## config.mk

```make
export PLATFORM = sky130hd
export DESIGN_NAME = uart_cmd_fifo
export DESIGN_NICKNAME = d
export VERILOG_FILES = /design/src/rtl/uart_cmd_pkg.sv /design/src/rtl/uart_cmd_fifo_byte_fifo.sv /design/src/rtl/uart_cmd_fifo.sv
export SDC_FILE = /design/constraint.sdc
export NUM_CORES = 1
export LEC_CHECK = 0
export BUFFER_PORTS_ARGS = -buffer_cell sky130_fd_sc_hd__clkbuf_2
export CORE_MARGIN = 4
export CORE_UTILIZATION = 30
export CTS_BUF_LIST = sky130_fd_sc_hd__clkbuf_8
export DETAILED_ROUTE_END_ITERATION = 7
export GPL_ROUTABILITY_DRIVEN = 0
export PLACE_DENSITY = 0.5
export SYNTH_ARGS = -nofsm -noshare
export SYNTH_HDL_FRONTEND = slang
export SYNTH_SLANG_ARGS = --single-unit
```

## constraint.sdc

```tcl
create_clock -name clk -period 2.3 [get_ports clk]
set_input_delay 0 -clock clk [delete_from_list [all_inputs] [get_ports clk]]
set_output_delay 0 -clock clk [all_outputs]
set_load 0.01 [all_outputs]
```

## src/rtl/uart_cmd_pkg.sv

```systemverilog
// uart_cmd_pkg: command byte constants, direction LED codes and the
// byte-to-LED decode shared by the UART command FIFO.
package uart_cmd_pkg;

  localparam logic [7:0] CMD_UP    = 8'h55;  // 'U'
  localparam logic [7:0] CMD_DOWN  = 8'h44;  // 'D'
  localparam logic [7:0] CMD_LEFT  = 8'h4C;  // 'L'
  localparam logic [7:0] CMD_RIGHT = 8'h52;  // 'R'

  localparam logic [3:0] LED_UP    = 4'b0001;
  localparam logic [3:0] LED_DOWN  = 4'b0010;
  localparam logic [3:0] LED_LEFT  = 4'b0100;
  localparam logic [3:0] LED_RIGHT = 4'b1000;
  localparam logic [3:0] LED_NONE  = 4'b0000;

  // One-hot LED code for a command byte; anything else lights nothing.
  function automatic logic [3:0] cmd_to_leds(input logic [7:0] b);
    logic [3:0] leds;
    case (b)
      CMD_UP:    leds = LED_UP;
      CMD_DOWN:  leds = LED_DOWN;
      CMD_LEFT:  leds = LED_LEFT;
      CMD_RIGHT: leds = LED_RIGHT;
      default:   leds = LED_NONE;
    endcase
    return leds;
  endfunction

  // True for one of the four recognised command bytes.
  function automatic logic is_cmd(input logic [7:0] b);
    return (cmd_to_leds(b) != LED_NONE);
  endfunction

endpackage

```

## src/rtl/uart_cmd_fifo_byte_fifo.sv

```systemverilog
// byte_fifo: DEPTH x 8-bit show-ahead FIFO with registered count/full/empty.
// push and pop arrive already qualified by the wrapper: pop is never asserted
// when empty and push is never asserted when full without a same-cycle pop.
module byte_fifo
  import uart_cmd_pkg::*;
#(
  parameter int DEPTH = 8,
  parameter int CW    = $clog2(DEPTH) + 1
) (
  input  logic          clk,
  input  logic          rst,
  input  logic          push,
  input  logic          pop,
  input  logic [7:0]    wdata,
  output logic [7:0]    rdata,
  output logic [CW-1:0] count,
  output logic          full,
  output logic          empty
);

  localparam int AW = $clog2(DEPTH);

  logic [7:0]    mem_q [DEPTH];
  logic [AW-1:0] wr_ptr_q, wr_ptr_d;
  logic [AW-1:0] rd_ptr_q, rd_ptr_d;
  logic [CW-1:0] count_q, count_d;
  logic          full_q, full_d;
  logic          empty_q, empty_d;

  // Next-state for pointers, occupancy and the registered full/empty flags.
  always_comb begin
    wr_ptr_d = wr_ptr_q;
    rd_ptr_d = rd_ptr_q;
    count_d  = count_q;
    if (push) begin
      wr_ptr_d = wr_ptr_q + AW'(1);
    end else begin
      wr_ptr_d = wr_ptr_q;
    end
    if (pop) begin
      rd_ptr_d = rd_ptr_q + AW'(1);
    end else begin
      rd_ptr_d = rd_ptr_q;
    end
    case ({push, pop})
      2'b10:   count_d = count_q + CW'(1);
      2'b01:   count_d = count_q - CW'(1);
      default: count_d = count_q;
    endcase
    full_d  = (count_d == CW'(DEPTH));
    empty_d = (count_d == CW'(0));
  end

  // Control state; reset discards all entries at once.
  always_ff @(posedge clk or posedge rst) begin
    if (rst) begin
      wr_ptr_q <= '0;
      rd_ptr_q <= '0;
      count_q  <= '0;
      full_q   <= 1'b0;
      empty_q  <= 1'b1;
    end else begin
      wr_ptr_q <= wr_ptr_d;
      rd_ptr_q <= rd_ptr_d;
      count_q  <= count_d;
      full_q   <= full_d;
      empty_q  <= empty_d;
    end
  end

  // Storage array; contents are don't-care while unoccupied, so no reset.
  always_ff @(posedge clk) begin
    if (push) begin
      mem_q[wr_ptr_q] <= wdata;
    end
  end

  assign rdata = empty_q ? 8'h00 : mem_q[rd_ptr_q];
  assign count = count_q;
  assign full  = full_q;
  assign empty = empty_q;

endmodule

```

## src/rtl/uart_cmd_fifo.sv

```systemverilog
// uart_cmd_fifo: queues UART receiver bytes for the CPU data port, one push
// per rising edge of rx_valid, one pop per CPU read, sticky overflow flag
// and direction LEDs from the last accepted byte.
// Optional build macro UART_CMD_FILTER_EN: only the four command bytes are
// queued; every other byte is silently discarded.
module uart_cmd_fifo
  import uart_cmd_pkg::*;
#(
  parameter int DEPTH = 8,
  parameter int CW    = $clog2(DEPTH) + 1
) (
  input  logic          clk,
  input  logic          rst,
  input  logic [7:0]    rx_data,
  input  logic          rx_valid,
  input  logic          rd_en,
  input  logic          clr_ovf,
  output logic [31:0]   rd_data,
  output logic          empty,
  output logic          full,
  output logic [CW-1:0] count,
  output logic          overflow,
  output logic [3:0]    dir_leds
);

  logic       prev_valid_q, prev_valid_d;
  logic       overflow_q, overflow_d;
  logic [3:0] leds_q, leds_d;
  logic       cmd_ok_s;
  logic       push_req_s;
  logic       pop_s;
  logic       push_s;
  logic       drop_s;
  logic [7:0] fifo_rdata_s;
  logic       fifo_full_s;
  logic       fifo_empty_s;

`ifdef UART_CMD_FILTER_EN
  assign cmd_ok_s = is_cmd(rx_data);
`else
  assign cmd_ok_s = 1'b1;
`endif

  // Edge detect, push/pop qualification, overflow and LED next-state.
  always_comb begin
    prev_valid_d = rx_valid;
    push_req_s   = rx_valid & ~prev_valid_q & cmd_ok_s;
    pop_s        = rd_en & ~fifo_empty_s;
    // A full FIFO still takes a push when the same cycle frees a slot.
    push_s       = push_req_s & (~fifo_full_s | pop_s);
    drop_s       = push_req_s & fifo_full_s & ~pop_s;
    if (drop_s) begin
      overflow_d = 1'b1;
    end else if (clr_ovf) begin
      overflow_d = 1'b0;
    end else begin
      overflow_d = overflow_q;
    end
    if (push_s) begin
      leds_d = cmd_to_leds(rx_data);
    end else begin
      leds_d = leds_q;
    end
  end

  // Wrapper state registers.
  always_ff @(posedge clk or posedge rst) begin
    if (rst) begin
      prev_valid_q <= 1'b0;
      overflow_q   <= 1'b0;
      leds_q       <= LED_NONE;
    end else begin
      prev_valid_q <= prev_valid_d;
      overflow_q   <= overflow_d;
      leds_q       <= leds_d;
    end
  end

  byte_fifo #(
    .DEPTH (DEPTH),
    .CW    (CW)
  ) u_fifo (
    .clk   (clk),
    .rst   (rst),
    .push  (push_s),
    .pop   (pop_s),
    .wdata (rx_data),
    .rdata (fifo_rdata_s),
    .count (count),
    .full  (fifo_full_s),
    .empty (fifo_empty_s)
  );

  assign rd_data  = {24'h000000, fifo_rdata_s};
  assign empty    = fifo_empty_s;
  assign full     = fifo_full_s;
  assign overflow = overflow_q;
  assign dir_leds = leds_q;

endmodule
```

### Word level (Yosys, flattened, before mapping)

Memory sizes are Yosys's and may differ from the RTL's.
Index checks and enable logic that the tools add are counted.

| cells by class | value |
|---|---|
| $add $sub $neg | 4 |
| equality and inequality tests | 7 |
| muxes and demuxes | 7 |
| bitwise logic cells | 10 |
| reductions and logical operators | 2 |

Operators by type and width:

| cell | count |
|---|---|
| equality test 8 x 7 -> 1 bit, second input constant | 4 |
| one-hot mux 4 bit (4 select lines) | 1 |
| two-way mux 8 bit | 1 |
| one-hot mux 4 bit (2 select lines) | 1 |
| adder 3 x 1 -> 3 bit, second input constant | 2 |
| bitwise AND 1 bit | 5 |
| adder 4 x 1 -> 4 bit, second input constant | 1 |
| equality test 4 bit, second input constant | 1 |
| zero test 4 bit | 1 |
| two-way mux 1 bit | 4 |
| NOT 1 bit | 4 |
| subtractor 4 x 1 -> 4 bit, second input constant | 1 |
| equality test 2 x 1 -> 1 bit, second input constant | 1 |
| equality test 2 bit, second input constant | 1 |
| nonzero test 2 bit | 1 |
| OR 1 bit | 1 |

| storage, ports and cells | value |
|---|---|
| flip-flop bits (word level) | 18 |
| RAM bits | 64 |
| input port bits | 13 |
| output and inout port bits | 43 |
| word-level logic and storage cells | 39 |
| memories | 1 |

Memory list:

| name | words | width | read ports | clocked after memory_dff | wr ports | RTL line | text |
|---|---|---|---|---|---|---|---|
| u_fifo.mem_q | 8 | 8 | 1 | 0 | 1 | uart_cmd_fifo_byte_fifo.sv:23 | `logic [7:0] mem_q [DEPTH];` |

### Depth between registers and ports, before layout

Gate-level depths: netlist of the first run.

| depth | value |
|---|---|
| depth after elaboration | 7 |
| mapped depth | 12 |
| mapped depth without buffers | 10 |

### Modules after synthesis

Synthesis of the first run repeated with hierarchy kept, for this count alone.

| unflattened totals | value |
|---|---|
| cells, all modules | 218 |
| area, all modules | 3688.5 sq um |

Modules (own cells, without submodules):

| module | times used | cells each | area an instance (sq um) | seq. area each (sq um) |
|---|---|---|---|---|
| byte_fifo | 1 | 167 | 3180.6 | 2223.4 |
| uart_cmd_fifo | 1 | 51 | 508.0 | 150.1 |

### Worst setup path before layout of the first run

Ideal clock, no wire load.

| timing | value |
|---|---|
| kind | reg2reg |
| start | register u_fifo.empty_q, in the netlist u_fifo.empty |
| end | register u_fifo.empty_q, in the netlist u_fifo.empty |
| setup time | 0.081 ns |
| data arrival time | 2.516 ns |
| data required time | 2.219 ns |
| slack | -0.297 ns |
| cell stages (with the launch flop) | 13 |
| buffers on the path | 2 |
| period minus slack after synthesis | 2.597 ns |
| cell sequence | dfstp_2 buf_2 nand2b_4 a21oi_4 inv_2 buf_6 ha_1 xor2_1 ha_1 nor3b_1 nor2_1 a211o_1 a211oi_2 |

| on the way | value |
|---|---|
| longest elaborated chain between the ends | 7 |
| elaborated cells between the ends (all ways) | 8 |
| classes of those cells | 2 x eq/ne; 1 x mux; 4 x bitwise; 1 x reduce/logical |

RTL lines:

| what | RTL line | text |
|---|---|---|
| start, declared | uart_cmd_fifo_byte_fifo.sv:28 | `logic empty_q, empty_d;` |
| start signal, assigned | uart_cmd_fifo_byte_fifo.sv:67 | `empty_q <= empty_d;` |
| NOT 1 bit (*) | uart_cmd_fifo.sv:48 | `pop_s = rd_en & ~fifo_empty_s;` |
| bitwise AND 1 bit (*) | uart_cmd_fifo.sv:48 |  |
| OR 1 bit | uart_cmd_fifo.sv:50 | `push_s = push_req_s & (~fifo_full_s \| pop_s);` |
| bitwise AND 1 bit | uart_cmd_fifo.sv:50 |  |
| equality test 2 x 1 -> 1 bit / equality test 2 bit (equally long branches) | uart_cmd_fifo_byte_fifo.sv:45 | `case ({push, pop})` |
| one-hot mux 4 bit (2 select lines) (*) | uart_cmd_fifo_byte_fifo.sv:45 |  |
| zero test 4 bit (*) | uart_cmd_fifo_byte_fifo.sv:51 | `empty_d = (count_d == CW'(0));` |
| net u_fifo.empty_d | uart_cmd_fifo_byte_fifo.sv:28 |  |

Mark *: on every way through the listed nets, which the timed path passes. The rest lies on a longest branch.
A chain may end at the register's enable or synchronous reset.

### Worst setup path after layout of the first run

| timing | value |
|---|---|
| start | register u_fifo.empty_q, in the netlist u_fifo.empty |
| end | register u_fifo.empty_q, in the netlist u_fifo.empty |

| on the way | value |
|---|---|
| longest elaborated chain between the ends | 7 |
| elaborated cells between the ends (all ways) | 8 |
| classes of those cells | 2 x eq/ne; 1 x mux; 4 x bitwise; 1 x reduce/logical |

RTL lines:

| what | RTL line | text |
|---|---|---|
| NOT 1 bit (*) | uart_cmd_fifo.sv:48 |  |
| bitwise AND 1 bit (*) | uart_cmd_fifo.sv:48 |  |
| net pop_s | uart_cmd_fifo.sv:31 | `logic pop_s;` |
| OR 1 bit | uart_cmd_fifo.sv:50 |  |
| bitwise AND 1 bit | uart_cmd_fifo.sv:50 |  |
| equality test 2 x 1 -> 1 bit / equality test 2 bit (equally long branches) | uart_cmd_fifo_byte_fifo.sv:45 |  |
| one-hot mux 4 bit (2 select lines) (*) | uart_cmd_fifo_byte_fifo.sv:45 |  |
| zero test 4 bit (*) | uart_cmd_fifo_byte_fifo.sv:51 |  |
| net u_fifo.empty_d | uart_cmd_fifo_byte_fifo.sv:28 |  |

Marks and branches as above.

==> flow_summary.json, run 1 <==
{
  "fin_setup_tns_ns": 0,
  "cts_root_buf": "clkbuf_8",
  "criticalPathCategory": "reg2reg",
  "syn_area_mm2": 0.00366,
  "synth_ff_type": "edfxtp_1",
  "slowest_delay_ns": 0.53,
  "path_buf_inv": 1,
  "clockBufferDepth": 2,
  "drt-vias-per-instance": 4.46,
  "final_cells": 434,
  "drt-met1-wl_um": 3130,
  "drc": 0,
  "place.detailed.hpwl_um": 4560,
  "ys_warn_count": 0,
  "cp-start-kind": "register",
  "wl_per_cell_um": 15.8,
  "relSlewSlack": 0.519,
  "top_layer": "met4",
  "layout_commonest_cell": "edfxtp_1",
  "synth-seq-area-share": 0.649,
  "clock_skew_ns": 0.00720,
  "nFillCells": 1110,
  "num_vias": 1935,
  "max_freq_mhz": 455,
  "area_growth_pct": 16.8,
  "finalCritPeriodShare": 0.956,
  "met3_length_um": 220,
  "postLayoutCellArea_mm2": 0.00428,
  "ir_worst_vdd_uv": 314,
  "dp_cells": 408,
  "post_cts.repair.setup_buffers": 0,
  "async_reset_ff_frac": 0.220,
  "numCtsBuffers": 9,
  "fp.dieW_um": 118,
  "ys_top_cells_by_area": "edfxtp_1, dfrtp_1, mux4_2",
  "rsz0062_at_grt": "true",
  "cts_tree": "yes",
  "fin_nets": 300,
  "crit_path_end_kind": "register",
  "clkSinkCount": 82,
  "met2_length_um": 3370,
  "ant_nets": 0,
  "synth_top_area_cell": "edfxtp_1",
  "grt-ovfl-total": 0,
  "synth_edf_count": 64,
  "drive_gt1_frac": 0.300,
  "crit_required_ns": 2.56,
  "leakagePower_nw": 1.62,
  "tightest_slew_ns": 0.721,
  "row_count": 40,
  "coreArea_mm2": 0.0120,
  "placed_area_mm2": 0.00399,
  "n_antenna_cell": 0,
  "boundaryPins": 56,
  "yosys_register_bits": 82,
  "synth_cells": 224,
  "first_iter_violations": 36,
  "drtPass1Iterations": 4,
  "finalCoreUtilization": 0.357,
  "syn_avg_cell_area_um2": 16.3,
  "wirelength_um": 6840,
  "clkTransAtPathRegs_ns": 0.08,
  "drv_slew": 0,
  "initial_utilization": 0.306,
  "power.density_mw_per_mm2": 1060,
  "cpMaxStageDelayCell": "dfstp_2",
  "min_path_type": "in2reg",
  "antenna_found_initial": 0,
  "path_delay_family": "flip-flops",
  "layout_common_cells": "edfxtp_1, clkbuf_2, conb_1",
  "layout_min_cycle_time_ns": 2.20,
  "yosysTopAreaCellShare": 0.525,
  "critPathArrivalTime_ns": 2.46,
  "grt.total_usage": 0.102,
  "die_h_um": 118,
  "htreeDepth": 3,
  "path_cells": "nand2b_4, inv_2, ha_4, xor2_1, ha_1, nor3b_2, nor2_1, a211o_1, a211oi_2",
  "path_max_fanout": 5,
  "synth_cell_type_count": 44,
  "clk_latency_ns": 0.34,
  "maxCapViolations": 0,
  "portBuffers": 31,
  "status": "completed",
  "grt_pass1_vias": 1902,
  "setup_viol": 0,
  "grt_max_degree": 19,
  "grt_pass1_wl_um": 10700,
  "finalHoldViolCount": 0,
  "die_area_mm2": 0.0140
}
per-layer routing:
layer	vias up	global-route usage
met5	-	0
li1	915	-
met4	0	0.0413
met1	967	0.129
met2	45	0.170
met3	8	0.0215
through the flow:
| stage | worst slack [ns] | hold WS (ns) | total power, mW |
|---|---|---|---|
| global placement | 0.0835 | 0.128 | 3.65 |
| detailed placement | 0.0547 | 0.131 | 3.66 |
| floorplan | -0.0922 | -0.0622 | 3.21 |
| CTS | 0.0240 | 0.00761 | 4.58 |
| global route | -0.0309 | 0.0149 | 4.85 |
| finish | 0.101 | 0.00613 | 4.52 |
what timing repair did:
item                       4_1_cts  5_1_grt
hold buffers                    10        0
hold endpoints to repair        70        0
setup endpoints to repair        0        2
gates resized for setup          0        3
worst reg2reg max path: cells and delay by family (launching register included):
| family | cells | cell delay (ns) |
|---|---|---|
| DFF | 1 | 0.53 |
| adders and majority gates | 2 | 0.51 |
| AOI/OAI and AO/OA | 2 | 0.44 |
| and+or+nand+nor | 3 | 0.41 |
| xor gates and xnor gates | 1 | 0.16 |
| buffers and inverters | 1 | 0.07 |
final timing paths:
| kind | startpoint | to | slack (ns) | depth (start not counted) |
|---|---|---|---|---|
| max reg2reg | u_fifo.empty | u_fifo.empty | 0.10 | 9 |
| min in group asynchronous | rst | prev_valid_q | 0.31 | 3 |
| max in group asynchronous | rst | u_fifo.count[1] | 1.54 | 3 |
| min | rx_data[0] | u_fifo.mem_q[6][0] | 0.006 | 1 |
| min reg2reg | dir_leds[1] | dir_leds[1] | 0.49 | 2 |
| max | u_fifo.empty | u_fifo.empty | 0.10 | 9 |
flip-flops by register name, indices dropped and copies added, names as in the netlist:
signal	flops
u_fifo.mem_q	64
u_fifo.count	4
overflow	1
u_fifo.empty	1
dir_leds	4
u_fifo.full	1
u_fifo.wr_ptr_q	3
u_fifo.rd_ptr_q	3
prev_valid_q	1
kinds of logic after synthesis:
group / after synthesis / synth area share
adder cells (fa/ha/maj): 5 / 0.0171
buffers and inverters: 39 / 0.0756
AO/OA/AOI/OAI: 13 / 0.0294
multiplexers: 25 / 0.131
AND/OR/NAND/NOR: 51 / 0.0786
XOR/XNOR: 8 / 0.0191
other: 1 / 0.00102
flip-flops: 82 / 0.649
cell usage after synthesis (all sizes together), types with 3 or more instances:
cell,number
a21oi,3
buf,33
dfrtp,17
edfxtp,64
ha,5
inv,6
mux2i,8
mux4,16
nand2,16
nand2b,3
nor2,11
nor3,3
nor3b,4
nor4b,3
o31ai,3
xnor2,7
power breakdown:
part | internal (mW) | switching [mW]
Clock | 0.390 | 0.511
Sequential | 1.80 | 0.230
Combinational | 0.818 | 0.771
Total | 3.01 | 1.51
final cells by class:
class	instances	area [um2]	share of cell area
clock buffer	9	124	0.0290
clock inverter	7	46.3	0.0108
multi-input combinational	126	1140	0.266
tap	147	184	0.0430
inverter	6	22.5	0.00527
timing repair buffer	57	388	0.0907
sequential	82	2370	0.555
No activity file was read; power rests on OpenSTA's default activity.
==> run 2: changes to the inputs <==
--- a/config.mk
+++ b/config.mk
@@ -5,7 +5,7 @@
 export SDC_FILE = /design/constraint.sdc
 export NUM_CORES = 1
 export LEC_CHECK = 0
-export BUFFER_PORTS_ARGS = -buffer_cell sky130_fd_sc_hd__clkbuf_2
+export BUFFER_PORTS_ARGS = -buffer_cell sky130_fd_sc_hd__buf_2
 export CORE_MARGIN = 4
 export CORE_UTILIZATION = 30
 export CTS_BUF_LIST = sky130_fd_sc_hd__clkbuf_8
==> run 2 against run 1 <==
Compared with the run above:
- non-clock buffer count is 6 higher
- critical path type unchanged
- sequential share of layout area fell by 0.44 points
- largest power group unchanged
- sequential power about the same
==> flow_summary.json, run 2 (same netlist as run 1, synthesis figures left out) <==
{
  "status": "completed",
  "path_delay_family": "flip-flops",
  "htreeDepth": 3,
  "grt-ovfl-total": 0,
  "drive_gt1_frac": 0.300,
  "grt.total_usage": 0.105,
  "place.detailed.hpwl_um": 4790,
  "leakagePower_nw": 1.65,
  "regMostFlops": "u_fifo.mem_q",
  "fin_setup_tns_ns": 0,
  "area_growth_pct": 17.7,
  "clk_latency_ns": 0.35,
  "final_cells": 440,
  "antenna_found_initial": 0,
  "min_path_type": "in2async",
  "cts_root_buf": "clkbuf_8",
  "power.density_mw_per_mm2": 1050,
  "ir_worst_vdd_uv": 348,
  "coreArea_mm2": 0.0120,
  "cpMaxStageDelayCell": "dfstp_2",
  "dp_cells": 410,
  "setup_viol": 0,
  "die_h_um": 118,
  "wl_per_cell_um": 16.1,
  "path_max_fanout": 5,
  "multi_input_area_mm2": 0.00113,
  "crit_required_ns": 2.57,
  "largest_register_ffs": 64,
  "layout_commonest_cell": "edfxtp_1",
  "n_antenna_cell": 0,
  "cp-start-kind": "register",
  "clock_skew_ns": 0.00655,
  "initial_utilization": 0.306,
  "clkSinkCount": 82,
  "tightest_slew_ns": 0.758,
  "ant_nets": 0,
  "wirelength_um": 7070,
  "path_buf_inv": 1,
  "finalCritPeriodShare": 0.975,
  "rsz0062_at_grt": "true",
  "portBuffers": 31,
  "drv_slew": 0,
  "finalCoreUtilization": 0.360,
  "finalHoldViolCount": 0,
  "boundaryPins": 56,
  "num_vias": 1995,
  "drt-vias-per-instance": 4.53,
  "first_iter_violations": 76,
  "grt_pass1_wl_um": 11100,
  "cts_tree": "yes",
  "layout_common_cells": "edfxtp_1, buf_2, conb_1",
  "criticalPathCategory": "reg2reg",
  "die_area_mm2": 0.0140,
  "clockBufferDepth": 2,
  "max_freq_mhz": 446,
  "nFillCells": 1144,
  "row_count": 40,
  "fp.dieW_um": 118,
  "crit_path_end_kind": "register",
  "critPathArrivalTime_ns": 2.51,
  "path_cells": "nand2b_4, a21oi_4, inv_2, ha_4, xor2_1, ha_1, nor3b_2, nor2_1, a211o_1, a211oi_2",
  "layout_min_cycle_time_ns": 2.24,
  "grt_pass1_vias": 1935,
  "relSlewSlack": 0.494,
  "regArea_mm2": 0.00237,
  "slowest_delay_ns": 0.53,
  "maxCapViolations": 0,
  "drtPass1Iterations": 4,
  "clkTransAtPathRegs_ns": 0.08,
  "grt_max_degree": 19,
  "fin_nets": 306,
  "drc": 0,
  "numCtsBuffers": 9
}
-- run 2: changes by cell type in the layout (fill, tap and decap cells not counted), sizes merged --
cell	previous run	this run
buf	16	50
clkinvlp	1	0
clkinv	3	5
dlygate4sd3	10	13
clkbuf	40	9
inv	9	8
-- run 2: layout make-up --
class,instances,share of cell area
Sequential cell,82,0.551
Multi-Input combinational cell,126,0.263
Timing Repair Buffer,63,0.0993
Tap cell,147,0.0427
Clock buffer,9,0.0287
Clock inverter,7,0.0102
Inverter,6,0.00523
-- run 2: timing repair --
| item | CTS | global route |
|---|---|---|
| cloned | 0 | 0 |
| buffers inserted | 0 | 1 |
| endpoints found under the setup margin | 1 | 2 |
| hold endpoints to repair | 87 | 0 |
| hold buffers | 13 | 0 |
| resized for setup | 0 | 3 |
| pin swaps | 1 | 2 |
-- run 2: final timing paths --
path	from	to	slack, ns	depth (start not counted)
min in group clk	rx_valid	prev_valid_q	0.35	2
max	u_fifo.empty	u_fifo.empty	0.06	10
min	rst	u_fifo.rd_ptr_q[2]	0.32	3
max reg2reg	u_fifo.empty	u_fifo.empty	0.06	10
max in group asynchronous	rst	u_fifo.count[2]	1.50	3
min reg2reg	dir_leds[1]	dir_leds[1]	0.49	2
-- run 2: through the flow --
stage               setup slack [ns]  power [mW]  hold slack [ns]  instance area (um2)
CTS                           0.0138        4.60            0.283                 4290
global route                 -0.0479        4.86            0.356                 4310
finish                        0.0580        4.54            0.319                 4310
detailed placement            0.0163        3.66            0.129                 4000
floorplan                    -0.0922        3.21          -0.0622                 3770
global placement              0.0888        3.64            0.126                 4000
-- run 2: worst min-delay path, stage by stage --
cell           delay, ns
dlygate4sd3_1       0.53
buf_2               0.12
inv_1               0.54
-- run 2: power by group --
part	leakage, nW	total, mW	internal (mW)	switching, mW
Clock	0.0888	0.905	0.390	0.515
Combinational	0.754	1.61	0.830	0.783
Sequential	0.803	2.02	1.80	0.218
-- run 2: routing by layer --
| metal | up-vias | GRT usage | share of wire |
|---|---|---|---|
| met3 | 12 | 0.0239 | 0.037 |
| met5 | - | 0 | 0 |
| met2 | 48 | 0.171 | 0.50 |
| met1 | 1009 | 0.133 | 0.44 |
| li1 | 926 | - | - |
| met4 | 0 | 0.0521 | 0.023 |
